[config.mk]
export PLATFORM = sky130hd
export DESIGN_NAME = jericalla_secuenciador
export DESIGN_NICKNAME = d
export VERILOG_FILES = /design/src/rtl/jericalla_pkg.sv /design/src/rtl/jericalla_marcador.sv /design/src/rtl/jericalla_secuenciador.sv
export SDC_FILE = /design/constraint.sdc
export NUM_CORES = 1
export LEC_CHECK = 0
export BUFFER_PORTS_ARGS = -buffer_cell sky130_fd_sc_hd__buf_2
export CORE_AREA = 2 2 100 102
export CTS_CLUSTER_SIZE = 28
export DETAILED_ROUTE_END_ITERATION = 7
export DIE_AREA = 0 0 102 104
export SETUP_SLACK_MARGIN = 0.2
export SLEW_MARGIN = 15
export SYNTH_ARGS = -nofsm -noshare
export SYNTH_HDL_FRONTEND = slang
export SYNTH_HIERARCHICAL = 1
export SYNTH_SLANG_ARGS = --single-unit
export TNS_END_PERCENT = 20
[constraint.sdc]
create_clock -name clk -period 2.7 [get_ports clk]
set_input_delay 0.675 -clock clk [delete_from_list [all_inputs] [get_ports clk]]
set_output_delay 0.675 -clock clk [all_outputs]
set_load 0.01 [all_outputs]
[src/rtl/jericalla_pkg.sv]
// Shared definitions for the Jericalla instruction sequencer.
//   - opcode constants and instruction field positions
//   - sequencer FSM state type
//   - scoreboard entry type
//   - writes_reg(): whether an opcode writes the register file
package jericalla_pkg;

  localparam int unsigned REG_W  = 5;

  localparam int unsigned OPC_HI = 16;
  localparam int unsigned OPC_LO = 15;
  localparam int unsigned WA_HI  = 14;
  localparam int unsigned WA_LO  = 10;
  localparam int unsigned RA1_HI = 9;
  localparam int unsigned RA1_LO = 5;
  localparam int unsigned RA2_HI = 4;
  localparam int unsigned RA2_LO = 0;

  localparam logic [1:0] OP_SUMA  = 2'b00;
  localparam logic [1:0] OP_RESTA = 2'b01;
  localparam logic [1:0] OP_TERN  = 2'b10;
  localparam logic [1:0] OP_SW    = 2'b11;

  typedef enum logic [2:0] {
    ST_IDLE,
    ST_FETCH,
    ST_CHECK,
    ST_ISSUE,
    ST_DRAIN,
    ST_DONE
  } state_t;

  typedef struct packed {
    logic             valid;
    logic [REG_W-1:0] addr;
  } sb_entry_t;

  // SW is the only opcode that does not write a register.
  function automatic logic writes_reg(input logic [1:0] opcode);
    return (opcode != OP_SW);
  endfunction

endpackage

[src/rtl/jericalla_marcador.sv]
// RAW hazard scoreboard: a PIPE_DEPTH-deep shift register of pending
// register writes plus source-register comparators.
//   clk, rst    clock, asynchronous active-high reset
//   push        an instruction is issued this cycle
//   push_valid  the issued instruction writes push_addr
//   push_addr   destination register of the issued instruction
//   ra1, ra2    source registers of the instruction under check
//   hazard      a pending write matches ra1 or ra2
//   empty       no write will still be pending after this clock edge
module jericalla_marcador
  import jericalla_pkg::*;
#(
  parameter int unsigned PIPE_DEPTH = 2
) (
  input  logic             clk,
  input  logic             rst,
  input  logic             push,
  input  logic             push_valid,
  input  logic [REG_W-1:0] push_addr,
  input  logic [REG_W-1:0] ra1,
  input  logic [REG_W-1:0] ra2,
  output logic             hazard,
  output logic             empty
);

  sb_entry_t sb [PIPE_DEPTH];

  always_ff @(posedge clk or posedge rst) begin
    if (rst) begin
      for (int unsigned i = 0; i < PIPE_DEPTH; i++) begin
        sb[i] <= '0;
      end
    end else begin
      sb[0] <= {push & push_valid, push_addr};
      for (int unsigned i = 1; i < PIPE_DEPTH; i++) begin
        sb[i] <= sb[i-1];
      end
    end
  end

  // empty looks one edge ahead: the oldest entry shifts out on this edge,
  // so only younger entries (and a push) can keep a write pending. This
  // lets done rise in the first cycle the scoreboard is fully clear.
  always_comb begin
    hazard = 1'b0;
    empty  = ~(push & push_valid);
    for (int unsigned i = 0; i < PIPE_DEPTH; i++) begin
      if (sb[i].valid && ((sb[i].addr == ra1) || (sb[i].addr == ra2))) begin
        hazard = 1'b1;
      end
    end
    for (int unsigned i = 0; i + 1 < PIPE_DEPTH; i++) begin
      if (sb[i].valid) begin
        empty = 1'b0;
      end
    end
  end

endmodule

[src/rtl/jericalla_secuenciador.sv]
// Jericalla instruction sequencer: fetches instructions from a synchronous
// ROM, holds each one in CHECK while a source register has a pending write,
// and issues them one at a time to the datapath.
//   clk, rst     clock, asynchronous active-high reset
//   start        begin a run at address 0 (accepted in IDLE/DONE only)
//   prog_len     instructions in the run, latched when start is accepted
//   imem_addr    instruction-ROM address
//   imem_rd      ROM read enable, data returns the following cycle
//   imem_data    ROM read data
//   instruccion  instruction to the datapath (holds when instr_valid=0)
//   instr_valid  one-cycle pulse per issued instruction
//   busy         run in progress, falls with done
//   done         one-cycle pulse at run completion
//   stall_count  hazard stall cycles in the current run
// Build option: JERICALLA_STALL_CNT_EN enables the saturating stall
// counter; without it stall_count is constant zero.
module jericalla_secuenciador
  import jericalla_pkg::*;
#(
  parameter int unsigned ADDR_W     = 8,
  parameter int unsigned INSTR_W    = 17,
  parameter int unsigned PIPE_DEPTH = 2,
  parameter int unsigned CNT_W      = 16
) (
  input  logic               clk,
  input  logic               rst,
  input  logic               start,
  input  logic [ADDR_W-1:0]  prog_len,
  output logic [ADDR_W-1:0]  imem_addr,
  output logic               imem_rd,
  input  logic [INSTR_W-1:0] imem_data,
  output logic [INSTR_W-1:0] instruccion,
  output logic               instr_valid,
  output logic               busy,
  output logic               done,
  output logic [CNT_W-1:0]   stall_count
);

  state_t             state;
  logic [ADDR_W-1:0]  pc;
  logic [ADDR_W-1:0]  len;
  logic [ADDR_W-1:0]  pc_next;
  logic [INSTR_W-1:0] ir;
  logic               chk_first;
  logic [REG_W-1:0]   ra1;
  logic [REG_W-1:0]   ra2;
  logic               push;
  logic               push_valid;
  logic               hazard;
  logic               empty;

  assign pc_next = pc + ADDR_W'(1);

  // On the first CHECK cycle the instruction is still on the ROM bus.
  assign ra1 = chk_first ? imem_data[RA1_HI:RA1_LO] : ir[RA1_HI:RA1_LO];
  assign ra2 = chk_first ? imem_data[RA2_HI:RA2_LO] : ir[RA2_HI:RA2_LO];

  assign push       = (state == ST_ISSUE);
  assign push_valid = writes_reg(ir[OPC_HI:OPC_LO]);

  jericalla_marcador #(
    .PIPE_DEPTH (PIPE_DEPTH)
  ) u_marcador (
    .clk        (clk),
    .rst        (rst),
    .push       (push),
    .push_valid (push_valid),
    .push_addr  (ir[WA_HI:WA_LO]),
    .ra1        (ra1),
    .ra2        (ra2),
    .hazard     (hazard),
    .empty      (empty)
  );

  always_ff @(posedge clk or posedge rst) begin
    if (rst) begin
      state       <= ST_IDLE;
      pc          <= '0;
      len         <= '0;
      ir          <= '0;
      chk_first   <= 1'b0;
      imem_addr   <= '0;
      imem_rd     <= 1'b0;
      instruccion <= '0;
      instr_valid <= 1'b0;
      busy        <= 1'b0;
      done        <= 1'b0;
    end else begin
      instr_valid <= 1'b0;
      done        <= 1'b0;
      imem_rd     <= 1'b0;
      case (state)
        ST_IDLE, ST_DONE: begin
          if (start) begin
            if (prog_len == '0) begin
              state <= ST_DONE;
              done  <= 1'b1;
            end else begin
              len       <= prog_len;
              pc        <= '0;
              busy      <= 1'b1;
              imem_rd   <= 1'b1;
              imem_addr <= '0;
              state     <= ST_FETCH;
            end
          end
        end
        ST_FETCH: begin
          chk_first <= 1'b1;
          state     <= ST_CHECK;
        end
        ST_CHECK: begin
          if (chk_first) begin
            ir        <= imem_data;
            chk_first <= 1'b0;
          end
          if (!hazard) begin
            state <= ST_ISSUE;
          end
        end
        ST_ISSUE: begin
          instruccion <= ir;
          instr_valid <= 1'b1;
          pc          <= pc_next;
          if (pc_next == len) begin
            state <= ST_DRAIN;
          end else begin
            imem_rd   <= 1'b1;
            imem_addr <= pc_next;
            state     <= ST_FETCH;
          end
        end
        ST_DRAIN: begin
          if (empty) begin
            busy  <= 1'b0;
            done  <= 1'b1;
            state <= ST_DONE;
          end
        end
        default: state <= ST_IDLE;
      endcase
    end
  end

`ifdef JERICALLA_STALL_CNT_EN
  always_ff @(posedge clk or posedge rst) begin
    if (rst) begin
      stall_count <= '0;
    end else if (((state == ST_IDLE) || (state == ST_DONE)) && start) begin
      stall_count <= '0;
    end else if ((state == ST_CHECK) && hazard && (stall_count != '1)) begin
      stall_count <= stall_count + CNT_W'(1);
    end
  end
`else
  assign stall_count = '0;
`endif

endmodule
==> impl_metrics.py <==
metrics = {
    "outcome": {
        "status": "complete, no violations",
    },
    "global_routing": {
        "grt_pass1_vias": 2612,
        "grt_pass1_wl_mm": 12.8,
        "grt_max_degree": 42,
        "antenna_found_initial": 0,
        "grt-ovfl-total": 0,
        "track_usage": 0.154,
    },
    "yosys": {
        "ys_ff_latch": 78,
        "synth_xor_area_frac": 0.0867,
        "ys_seq_area_frac": 0.522,
        "ys_async_sr_fraction": 1.00,
        "syn_avg_cell_area_um2": 10.8,
        "synth_area_um2": 3740,
        "synth.distinct_cells": 45,
        "netlist.area_leader.share": 0.522,
        "synth-simple-area-share": 0.146,
        "synth-edff-count": 0,
        "synth.top_cells.by_area": "dfrtp_1 52%, mux2_2 9.6%, nand2_1 7.4%",
        "yosysTopAreaCell": "dfrtp_1",
        "synth_top_family_by_area": "simple AND/OR/NAND/NOR gates",
        "synthAdderAreaFrac": 0.00335,
        "syn-instance-count": 346,
        "ys_warn_count": 6,
        "muxShareOfSynthArea": 0.127,
        "synth_flop_cell": "dfrtp_1",
        "synth_compound_area_frac": 0.0525,
    },
    "timing": {
        "hold_viol": 0,
        "rsz0062_at_grt": "false",
        "skew_ns": 0.0113,
        "finalCritPeriodShare": 0.875,
        "finalSetupTns_ns": 0,
        "finalSetupViolCount": 0,
        "slew_viol_final": 0,
        "finalCriticalPeriod_ns": 2.36,
        "slew_headroom": 0.624,
        "fmax_ghz": 0.423,
        "worstMarginPinSlew_ns": 0.564,
        "hold_ws_ns": 0.326,
    },
    "routing": {
        "drc": 0,
        "drtAntennaViolNets": 0,
        "vias": 2523,
        "drt_iter0_markers": 138,
        "wl_per_cell_um": 13.5,
        "dr.pass1.iters": 5,
        "vias_per_cell": 4.62,
        "wl_mm": 7.35,
    },
    "cells_and_area": {
        "multi_input_area_um2": 1620,
        "seqCellArea_um2": 1950,
        "antennaDiodeCount": 0,
        "mostFrequentLayoutCell": "dfrtp_1",
        "drive_gt1_frac": 0.310,
        "final_cell_mix": "76 x dfrtp_1, 74 x nand2_1, 57 x buf_2",
        "area_growth_pct": 16.8,
        "final_nets": 437,
        "num-fill-cells": 946,
    },
    "power": {
        "p_sw_mw": 1.88,
        "vdd_drop_max_mv": 0.324,
        "power.density_nw_per_um2": 1140,
        "p_sw_frac": 0.376,
        "internal-power_mw": 3.12,
        "power_frac_clock": 0.181,
        "seqPwrFrac": 0.411,
        "power_frac_comb": 0.408,
        "p_leak_nw": 2.08,
    },
    "floorplan": {
        "die_y_um": 104,
        "die_area_um2": 10600,
        "coreArea_um2": 9550,
        "die_x_um": 102,
        "floorplan.initialDensity": 0.392,
        "placementRows": 36,
        "pin_count": 73,
    },
    "clocking": {
        "clock_latency_ns": 0.35,
        "ctsHoldBuffers": 0,
        "tritoncts": "done",
        "root_buffer": "clkbuf_8",
        "cts_made_buffers": 9,
        "clk_pin_slew_ns": 0.09,
        "clk_path_buf_depth": 2,
        "h-tree-depth": 3,
        "cts.sinks": 78,
    },
    "setup_path": {
        "timing.rr.end": "state[0]",
        "critPathKind": "reg -> reg",
        "ff2ff_path_depth": 8,
        "arrival_ns": 2.60,
        "worst_setup_path_end_kind": "flip-flop",
        "required_ns": 2.93,
        "start_kind": "flip-flop",
        "ff2ff_setup_slack_ns": 0.34,
        "reg2reg_from": "pc[0]",
        "path_max_fanout": 7,
    },
    "job": {
        "cap_viol_max_count": 0,
    },
    "min_path": {
        "hold_class": "in -> async",
    },
    "placement": {
        "numPortBuffers": 56,
        "place_hpwl_mm": 5.15,
        "gp_congestion": 0.824,
    },
}
stage by stage:
stage          instance area [um^2]  std cells  total power [mW]   util  setup WS, ns
2_1_floorplan                  3790        361              3.53      -         0.336
3_3_place_gp                   4110        525              4.03  0.431         0.250
3_5_place_dp                   4110        525              4.09  0.431         0.235
4_1_cts                        4320        541              5.01  0.452         0.211
5_1_grt                        4370        546              5.42  0.457         0.189
6_report                       4370        546              4.99  0.457         0.337
flip-flops by register name, indices dropped and copies added, names as in the netlist, 3 cells and up:
name and count:
pc 8, state 3, u_marcador/sb 12, instruccion 17, len 8, ir 17, imem_addr 8
kinds of logic after synthesis:
family / Yosys count
other: 1
multiplexers: 43
buffers and inverters: 41
flip-flops: 78
adder cells (fa/ha/maj): 1
XOR/XNOR: 37
AO/OA/AOI/OAI: 31
AND/OR/NAND/NOR: 114
how the worst max path moves through the flow:
| stage | from | end | slack [ns] |
|---|---|---|---|
| after CTS | pc[0] | state[0] | 0.21 |
| final | pc[0] | state[0] | 0.34 |
| after global routing | pc[0] | state[0] | 0.19 |
| after floorplan | state[0] | state[0] | 0.34 |
| after detailed placement | imem_data[4] | state[0] | 0.24 |
| after global placement | imem_data[4] | state[0] | 0.25 |
Yosys cell counts, drive strengths merged, types with 2 or more instances:
cell	count
xnor2	17
mux2	35
dfrtp	78
nor4	4
o31ai	3
xor2	20
o21ai	16
nor2b	3
inv	8
buf	24
or4	2
nand3	8
nor3	2
clkbuf	9
a41oi	2
nand2	74
nor2	8
a21oi	3
and3	5
mux2i	8
routing by layer:
metal / up-vias / global-route usage / part of all wire
met1: 1207 / 0.216 / 0.47
li1: 1243 / - / -
met3: 6 / 0.0343 / 0.044
met5: - / 0 / 0
met2: 67 / 0.230 / 0.47
met4: 0 / 0.0629 / 0.015
power by group through the flow:
stage          clock [mW]  sequential [mW]  combinational (mW)
2_1_floorplan           0             2.04                1.49
3_3_place_gp            0             2.09                1.94
3_5_place_dp            0             2.11                1.98
4_1_cts             0.933             2.09                1.99
5_1_grt             0.989             2.15                2.28
6_report            0.903             2.05                2.04
layout make-up:
| type | count | area share |
|---|---|---|
| clock inverters | 6 | 0.0160 |
| repair buffers | 69 | 0.0888 |
| well taps | 133 | 0.0381 |
| clock buffers | 10 | 0.0315 |
| inverters | 8 | 0.00688 |
| flip-flops and latches | 78 | 0.448 |
| multi-input cells | 242 | 0.371 |
worst max-delay path, stage by stage (launching register included):
cell and delay (ns):
dfrtp_2 0.46, ha_1 0.27, and3_2 0.28, nand3_2 0.12
xor2_2 0.22, xor2_1 0.23, a41oi_1 0.18, buf_4 0.22
a311o_1 0.27
what timing repair did:
item	in CTS	in global routing
setup buffers	0	5
resized for setup	0	4
endpoints found under the setup margin	0	10
No activity file was read; power rests on OpenSTA's default activity.
